<file path="src/rtl/traffic_pkg.sv">
// Shared definitions for the traffic light programmer: FSM encoding, table
// geometry and the configuration entry layout.
package traffic_pkg;

    localparam int NUM_LIGHTS = 4;
    localparam int NUM_SENDS  = 8;

    localparam logic [3:0] DEFAULT_TIME = 4'd10;

    localparam logic [1:0] ST_IDLE = 2'd0;
    localparam logic [1:0] ST_SEND = 2'd1;
    localparam logic [1:0] ST_GAP  = 2'd2;
    localparam logic [1:0] ST_RUN  = 2'd3;

    typedef struct packed {
        logic [3:0] red_time;
        logic [3:0] green_time;
        logic       start_color;
    } cfg_entry_t;

    localparam cfg_entry_t CFG_RESET = '{
        red_time:    DEFAULT_TIME,
        green_time:  DEFAULT_TIME,
        start_color: 1'b0
    };

endpackage

</file>
<file path="src/rtl/traffic_cfg_table.sv">
// Four-entry light configuration register file: one synchronous write port,
// one combinational read port indexed by light.
module traffic_cfg_table
    import traffic_pkg::*;
(
    input  logic       clk,
    input  logic       rst,
    input  logic       we_i,
    input  logic [1:0] wr_light_i,
    input  logic       wr_color_i,
    input  logic [3:0] wr_time_i,
    input  logic       wr_start_i,
    input  logic [1:0] rd_light_i,
    output cfg_entry_t rd_entry_o
);

    cfg_entry_t table_q [NUM_LIGHTS];

    // NOTE: the table is plain flops rather than a RAM macro, so it can and must be reset.
    always_ff @(posedge clk) begin
        if (rst) begin
            for (int i = 0; i < NUM_LIGHTS; i++) begin
                table_q[i] <= CFG_RESET;
            end
        end else if (we_i) begin
            if (wr_color_i) begin
                table_q[wr_light_i].green_time <= wr_time_i;
            end else begin
                table_q[wr_light_i].red_time <= wr_time_i;
            end
            // Start colour belongs to the light, so every write refreshes it.
            table_q[wr_light_i].start_color <= wr_start_i;
        end
    end

    assign rd_entry_o = table_q[rd_light_i];

endmodule

</file>
<file path="src/rtl/traffic_programmer.sv">
// Streams the 4-light configuration table to the traffic lights as eight
// strobed writes, then broadcasts the run enable until stopped or restarted.
module traffic_programmer
    import traffic_pkg::*;
#(
    parameter int unsigned GAP_CYCLES = 1
) (
    input  logic       clk,
    input  logic       rst,
    input  logic       load_en,
    input  logic [1:0] load_light,
    input  logic       load_color,
    input  logic [3:0] load_time,
    input  logic       load_start,
    input  logic       go,
    input  logic       stop,
    output logic       inst_send,
    output logic [1:0] traffic_sel,
    output logic       color_sel,
    output logic       start_color,
    output logic [3:0] input_time,
    output logic       is_running,
    output logic       busy,
    output logic       done
);

    localparam logic [3:0] GAP_LAST = (GAP_CYCLES == 0) ? 4'd0 : 4'(GAP_CYCLES - 1);
    localparam logic [2:0] LAST_IDX = 3'(NUM_SENDS - 1);

    logic [1:0] state_q, state_d;
    logic [2:0] idx_q, idx_d;
    logic [3:0] gap_q, gap_d;

    logic       table_we;
    cfg_entry_t rd_entry;

    logic send_d, is_running_d, busy_d, done_d;

    assign table_we = load_en && ((state_q == ST_IDLE) || (state_q == ST_RUN));

    traffic_cfg_table u_cfg_table (
        .clk        (clk),
        .rst        (rst),
        .we_i       (table_we),
        .wr_light_i (load_light),
        .wr_color_i (load_color),
        .wr_time_i  (load_time),
        .wr_start_i (load_start),
        .rd_light_i (idx_q[2:1]),
        .rd_entry_o (rd_entry)
    );

    // NOTE: every signal gets a default first so no path through the case infers a latch.
    always_comb begin
        state_d = state_q;
        idx_d   = idx_q;
        gap_d   = gap_q;
        unique case (state_q)
            ST_IDLE: begin
                if (go && !stop) begin
                    state_d = ST_SEND;
                    idx_d   = 3'd0;
                end
            end
            ST_SEND: begin
                if (stop) begin
                    state_d = ST_IDLE;
                end else if (GAP_CYCLES > 0) begin
                    state_d = ST_GAP;
                    gap_d   = GAP_LAST;
                end else if (idx_q == LAST_IDX) begin
                    state_d = ST_RUN;
                end else begin
                    idx_d = idx_q + 3'd1;
                end
            end
            ST_GAP: begin
                if (stop) begin
                    state_d = ST_IDLE;
                end else if (gap_q != 4'd0) begin
                    gap_d = gap_q - 4'd1;
                end else if (idx_q == LAST_IDX) begin
                    state_d = ST_RUN;
                end else begin
                    state_d = ST_SEND;
                    idx_d   = idx_q + 3'd1;
                end
            end
            default: begin
                if (stop) begin
                    state_d = ST_IDLE;
                end else if (go) begin
                    state_d = ST_SEND;
                    idx_d   = 3'd0;
                end
            end
        endcase
    end

    // Outputs trail the state by one edge; leaving a state suppresses its output at once.
    always_comb begin
        send_d       = (state_q == ST_SEND) && !stop;
        is_running_d = (state_q == ST_RUN) && (state_d == ST_RUN);
        busy_d       = ((state_q == ST_SEND) || (state_q == ST_GAP)) && (state_d != ST_IDLE);
        done_d       = is_running_d && !is_running;
    end

    // NOTE: sequential state uses non-blocking assignments so all flops update together.
    always_ff @(posedge clk) begin
        if (rst) begin
            state_q     <= ST_IDLE;
            idx_q       <= 3'd0;
            gap_q       <= 4'd0;
            inst_send   <= 1'b0;
            traffic_sel <= 2'd0;
            color_sel   <= 1'b0;
            start_color <= 1'b0;
            input_time  <= 4'd0;
            is_running  <= 1'b0;
            busy        <= 1'b0;
            done        <= 1'b0;
        end else begin
            state_q    <= state_d;
            idx_q      <= idx_d;
            gap_q      <= gap_d;
            inst_send  <= send_d;
            is_running <= is_running_d;
            busy       <= busy_d;
            done       <= done_d;
            if (send_d) begin
                traffic_sel <= idx_q[2:1];
                color_sel   <= idx_q[0];
                start_color <= rd_entry.start_color;
                input_time  <= idx_q[0] ? rd_entry.green_time : rd_entry.red_time;
            end
        end
    end

endmodule

</file>
<file path="config.mk">
export PLATFORM = sky130hd
export DESIGN_NAME = traffic_programmer
export DESIGN_NICKNAME = d
export VERILOG_FILES = /design/src/rtl/traffic_pkg.sv /design/src/rtl/traffic_cfg_table.sv /design/src/rtl/traffic_programmer.sv
export SDC_FILE = /design/constraint.sdc
export NUM_CORES = 1
export LEC_CHECK = 0
export BUFFER_PORTS_ARGS = -buffer_cell sky130_fd_sc_hd__buf_2
export CAP_MARGIN = 5
export CORE_MARGIN = 8
export CORE_UTILIZATION = 41
export DETAILED_ROUTE_END_ITERATION = 8
export GPL_TIMING_DRIVEN = 1
export PLACE_DENSITY_LB_ADDON = 0.3
export SYNTH_ARGS = -nofsm -noshare
export SYNTH_HDL_FRONTEND = slang
export SYNTH_SLANG_ARGS = --single-unit
</file>
<file path="constraint.sdc">
create_clock -name clk -period 2.23 [get_ports clk]
set_input_delay 0.223 -clock clk [delete_from_list [all_inputs] [get_ports clk]]
set_output_delay 0.223 -clock clk [all_outputs]
set_load 0.02 [all_outputs]
</file>
## After elaboration in Yosys (flattened, before gate mapping)

Memories as Yosys holds them, arrays and structs flattened. A register that Yosys moved wholly into a read port is not among the register bits.
Cells that the tools add are included.

| cells by class | value |
|---|---|
| bitwise operators | 1 |
| mux-type cells | 38 |
| add/subtract/negate cells | 2 |
| equal/unequal tests | 12 |
| reduce and logical (&&, ||, !) cells | 18 |

Operator list:

| cell | count |
|---|---|
| two-way mux 3 bit | 7 |
| two-way mux 2 bit | 10 |
| two-way mux 4 bit | 4 |
| two-way mux 1 bit | 13 |
| inequality test 2 bit, second input constant | 5 |
| two-way mux 9 bit | 1 |
| case mux 3 bit (3 select lines) | 1 |
| OR reduction 9 bit | 1 |
| case mux 4 bit (2 select lines) | 1 |
| AND reduction 7 bit | 1 |
| equality test 2 bit, second input constant | 3 |
| logical AND 1 bit | 6 |
| case mux 2 bit (3 select lines) | 1 |
| inequality test 2 x 1 -> 1 bit, second input constant | 2 |
| AND reduction 4 bit | 1 |
| nonzero test 2 bit | 2 |
| nonzero test 4 bit | 1 |
| subtractor 4 x 1 -> 4 bit, second input constant | 1 |
| adder 3 x 1 -> 3 bit, second input constant | 1 |
| equality test 3 bit, second input constant | 1 |
| nonzero test 3 bit | 1 |
| equality test 2 x 1 -> 1 bit, second input constant | 1 |
| logical NOT 1 bit | 2 |
| logical NOT 2 bit | 1 |
| 2 further kinds | 3 |

| storage, ports and cells | value |
|---|---|
| flip-flop bits (word level) | 21 |
| output and inout port bits | 12 |
| RAM bits | 36 |
| memories | 1 |
| bits of input ports | 13 |
| word-level logic and storage cells | 83 |

Memory list:

| memory | depth | bits a word | rd ports | clocked after Yosys merged registers in | wr ports | RTL line | text |
|---|---|---|---|---|---|---|---|
| u_cfg_table.table_q | 4 | 9 | 1 | 1 | 4 | traffic_cfg_table.sv:17 | `cfg_entry_t table_q [NUM_LIGHTS];` |

## Longest topological paths before layout

| depth | value |
|---|---|
| word-level depth | 8 |
| mapped depth | 7 |
| depth with buffers taken out | 6 |

## Modules after synthesis

From an unflattened synthesis, not the netlist that was laid out.

| unflattened totals | value |
|---|---|
| cell total of the unflattened synthesis | 241 |
| area total of the unflattened synthesis | 2,859.0 µm² |

By module, submodules not included:

| module | instances | cells an instance | seq. area each (µm²) | area each (µm²) |
|---|---|---|---|---|
| traffic_cfg_table | 1 | 116 | 1,081.0 | 1,755.4 |
| traffic_programmer | 1 | 125 | 420.4 | 1,103.6 |

## Worst setup path before layout

OpenSTA, ideal clock, no wires.

| path | value |
|---|---|
| kind | reg-to-reg |
| start point | reg state_q[0] |
| end point | mem u_cfg_table.table_q[3][1] (netlist bit), enable pin |
| path slack | 213 ps |
| arrival time | 1,678 ps |
| setup time | 339 ps |
| stages on the path, launching flop included | 7 |
| data required time | 1,891 ps |
| clock period less this slack | 2,017 ps |
| buffers on the path | 1 |
| path through | dfxtp_1 -> inv_1 -> ha_1 -> nor3b_2 -> buf_2 -> a31oi_1 -> a21oi_1 |

RTL lines:

| item | RTL line | text |
|---|---|---|
| start, declared | traffic_programmer.sv:30 | `logic [1:0] state_q, state_d;` |
| start signal, assigned | traffic_programmer.sv:123 | `state_q <= state_d;` |
| end, declared | traffic_cfg_table.sv:17 |  |

==> results.md <==
- Lkg Pwr: 1.23 nW
- Largest net degree at the start of global routing: 23
- CP delay by family, top: simple AND/OR/NAND/NOR gates
- Overall routing resource usage: between 10% and 20%
- # resized after CTS: 0
- Vias/cell: roughly 5.4
- Yosys top cell by area: edfxtp_1
- Slew @ Worst Pin: between 500 and 600 ps
- Psw: 0.578 mW
- Root buf cell: clkbuf_8
- Clk buf depth: 2
- Setup CP Type: reg -> reg
- Placed Area: just under 3000 sq um
- Initial Util: a little over two fifths
- Power Total: 2.58 mW
- Io pins: 25
- CP required: ~2300 ps
- Final Max Tran Viols: 0
- Avg Inst Size Synth: around 11 sq um
- Top_reg_cell synth: edfxtp_1
- Arr. time, crit path: approximately 2200 ps
- Routability congestion estimate: a little under 0.8
- WL final: roughly 5800 microns
- Critical Path Max Stage Delay: 410 ps
- H-tree depth: 3
- # port buffers: 24
- Post-Synthesis Cells: 240
- Flop pwr share: 46.9%
- Netlist Area Pre-Place: between 2000 and 3000 sq um
- Nets: 293
- CTS tree: built
- Setup Total Neg Slack: 0 ps
- Placed insts: around 340
- Layout cells sized above 1: between 20% and 30%
- Async set or reset register ratio after synthesis: 0%
- Vias in the first global route: ~1.9k
- Ant diodes: 0
- Clock latency on the worst-skew pair: between 300 and 400 ps
- TritonCTS buffer count: 9
- Clock Pin Slew Worst Setup and Hold Paths: around 70 ps
- Final Skew: 4.77 ps
- DR DRC count: 0
- Maxcap violations: 0
- Dpl hpwl: about 4200 microns
- Core Util, Final: ~50%
- Synthesis-stage register bit count: 59
- DRC marker count from the first detailed-route iteration: 160
- Net Sw Frac: about 22%
- Setup WS post-layout: 128 ps
- Worst slack, placed: between 100 and 150 ps
- VDD IR max: between 400 and 500 uV
- Slowest stage cell on the critical path: dfxtp_1
- Initial antenna violation count: 0
- Die area: roughly 9500 sq um
- Vias: around 1.9k
- Hold_buf cts: 0
- Worst-path fanout max: 15
- ANT nets after route: 0
- Final setup fails: 0
- WL per Instance: 16.3 microns
- Internal: roughly 2.0 mW
- Gr ovfl total: 0
- Post-synthesis sequential area ratio: 56.5%
- Power share of the combinational group: approximately 8.4%
- Synth top area cells: edfxtp_1 (40%), dfxtp_1 (17%), mux4_2 (7.4%)
- Tcrit/Tclk final: 94.3%
- Worst Setup Start Kind: flip-flop
- Row Count: 29
- Syn Nets: ~260
- Fmax: 476 MHz
- Reg area: roughly 1500 sq um
- Yosys warns: 0
- Final instance area: around 3200 sq um
- EDFF count, synth: 36
- Status: finished clean
- Layout area overhead: 17.4%
- Unrepaired setup endpoints after global routing: no
- Hold Slack: 209 ps
- Non-filler cells, final: ~350
- Power Density: slightly above 800 nW/um^2
- Clk sinks: 59
- Chip width: approximately 100 microns
- Area of the multi-input gates: around 1100 sq um
- Nature of the critical path endpoint: flip-flop
- Post-synth cell types: 41
- Hold Vio Cnt, Final: 0
- # Post-CTS Setup Buffers: 0
- Clock share of power: between 40% and 50%
- DIE HEIGHT: a little under 100 microns
- Top-count cell post-synth: edfxtp_1
- Worst slew margin: 66.5%
- 1st-pass router iterations: 4
- Fill cell count: 591
- CP Cell Sequence: inv_1, ha_1, nor3b_2, buf_12, and3_1, nand2_1, or2_2
- Crit path time final: about 2100 ps
- Synth top cells by count: edfxtp_1 (36), nand2_1 (27), dfxtp_1 (23)
- Synth top area share: between 30% and 40%
- Crit path buf inv count: 2
- HP Class: in -> reg
- Core box area: approximately 6400 sq um
- First-pass GRT wire length: ~9800 microns
-- registers in the layout (all words and copies together), names as in the netlist, named ones only --
signal	flops
u_cfg_table.table_q	36
gap_q	4
input_time	4
idx_q	3
state_q	2
traffic_sel	2
busy	1
color_sel	1
done	1
inst_send	1
is_running	1
start_color	1
-- kinds of logic after synthesis --
family / share of synthesized area (%)
adders and majority gates: 3.67
muxes: 7.79
DFF: 56.5
and+or+nand+nor: 21.4
AOI/OAI and AO/OA: 7.42
buffers and inverters: 3.25
-- layout make-up --
cell class              instances  share of cell area, %
flip-flops and latches         59                   48.1
repair buffers                 32                   6.01
clock buffers                   9                   3.86
clock inverters                 7                   3.32
inverters                      12                   1.41
multi-input cells             158                   34.3
well taps                      77                   3.01
-- path summary, 6_finish.rpt --
kind / cells after the start / from / slack [ps] / endpoint
setup / recovery: 7 / state_q[1] / 130 / u_cfg_table.table_q[2][6]
hold / removal: 3 / load_time[3] / 210 / u_cfg_table.table_q[2][4]
setup reg to reg: 7 / state_q[1] / 130 / u_cfg_table.table_q[2][6]
hold reg to reg: 1 / is_running / 410 / done
-- power groups by stage --
stage                     combinational [mW]  sequential [mW]  clock [mW]
after floorplan                        0.128             1.24           0
after global placement                 0.214             1.23           0
after detailed placement               0.216             1.24           0
after CTS                              0.217             1.21        1.18
after global routing                   0.240             1.22        1.22
final                                  0.217             1.21        1.16
-- worst reg2reg max path: cells and delay by family, from the launching register on --
| kind | cells | cell delay (ps) |
|---|---|---|
| buffers and inverters | 2 | 260 |
| adders and majority gates | 1 | 320 |
| DFF | 1 | 410 |
| and+or+nand+nor | 4 | 860 |
-- cell usage in the layout (no fill, tap or decap), types with 3 or more instances in the layout --
cell type and n:
inv_1 12, edfxtp_1 36, o21ai_0 6, or3_1 3, bufinv_16 3, dfxtp_1 23, a21oi_1 8, or2_2 4
mux4_2 9, nand2_1 27, a31o_2 4, ha_1 8, and2_1 7, nor2_1 17, buf_4 7, nor3_1 16
nand2b_1 7, nor2b_1 3, nand3_1 3, clkbuf_8 9, and3_1 11, clkinv_1 3, buf_2 24
-- metal layers --
metal  part of all wire [%]  track usage, %  up-vias  routed length [microns]
met5                      0               0        -                        0
met4                    1.6            6.18        0                       90
met3                    6.3            4.48        7                      363
met2                     46            19.3       55                     2650
met1                     46            16.4      908                     2680
li1                       -               -      932                        -
(Power assumes the default switching activity.)
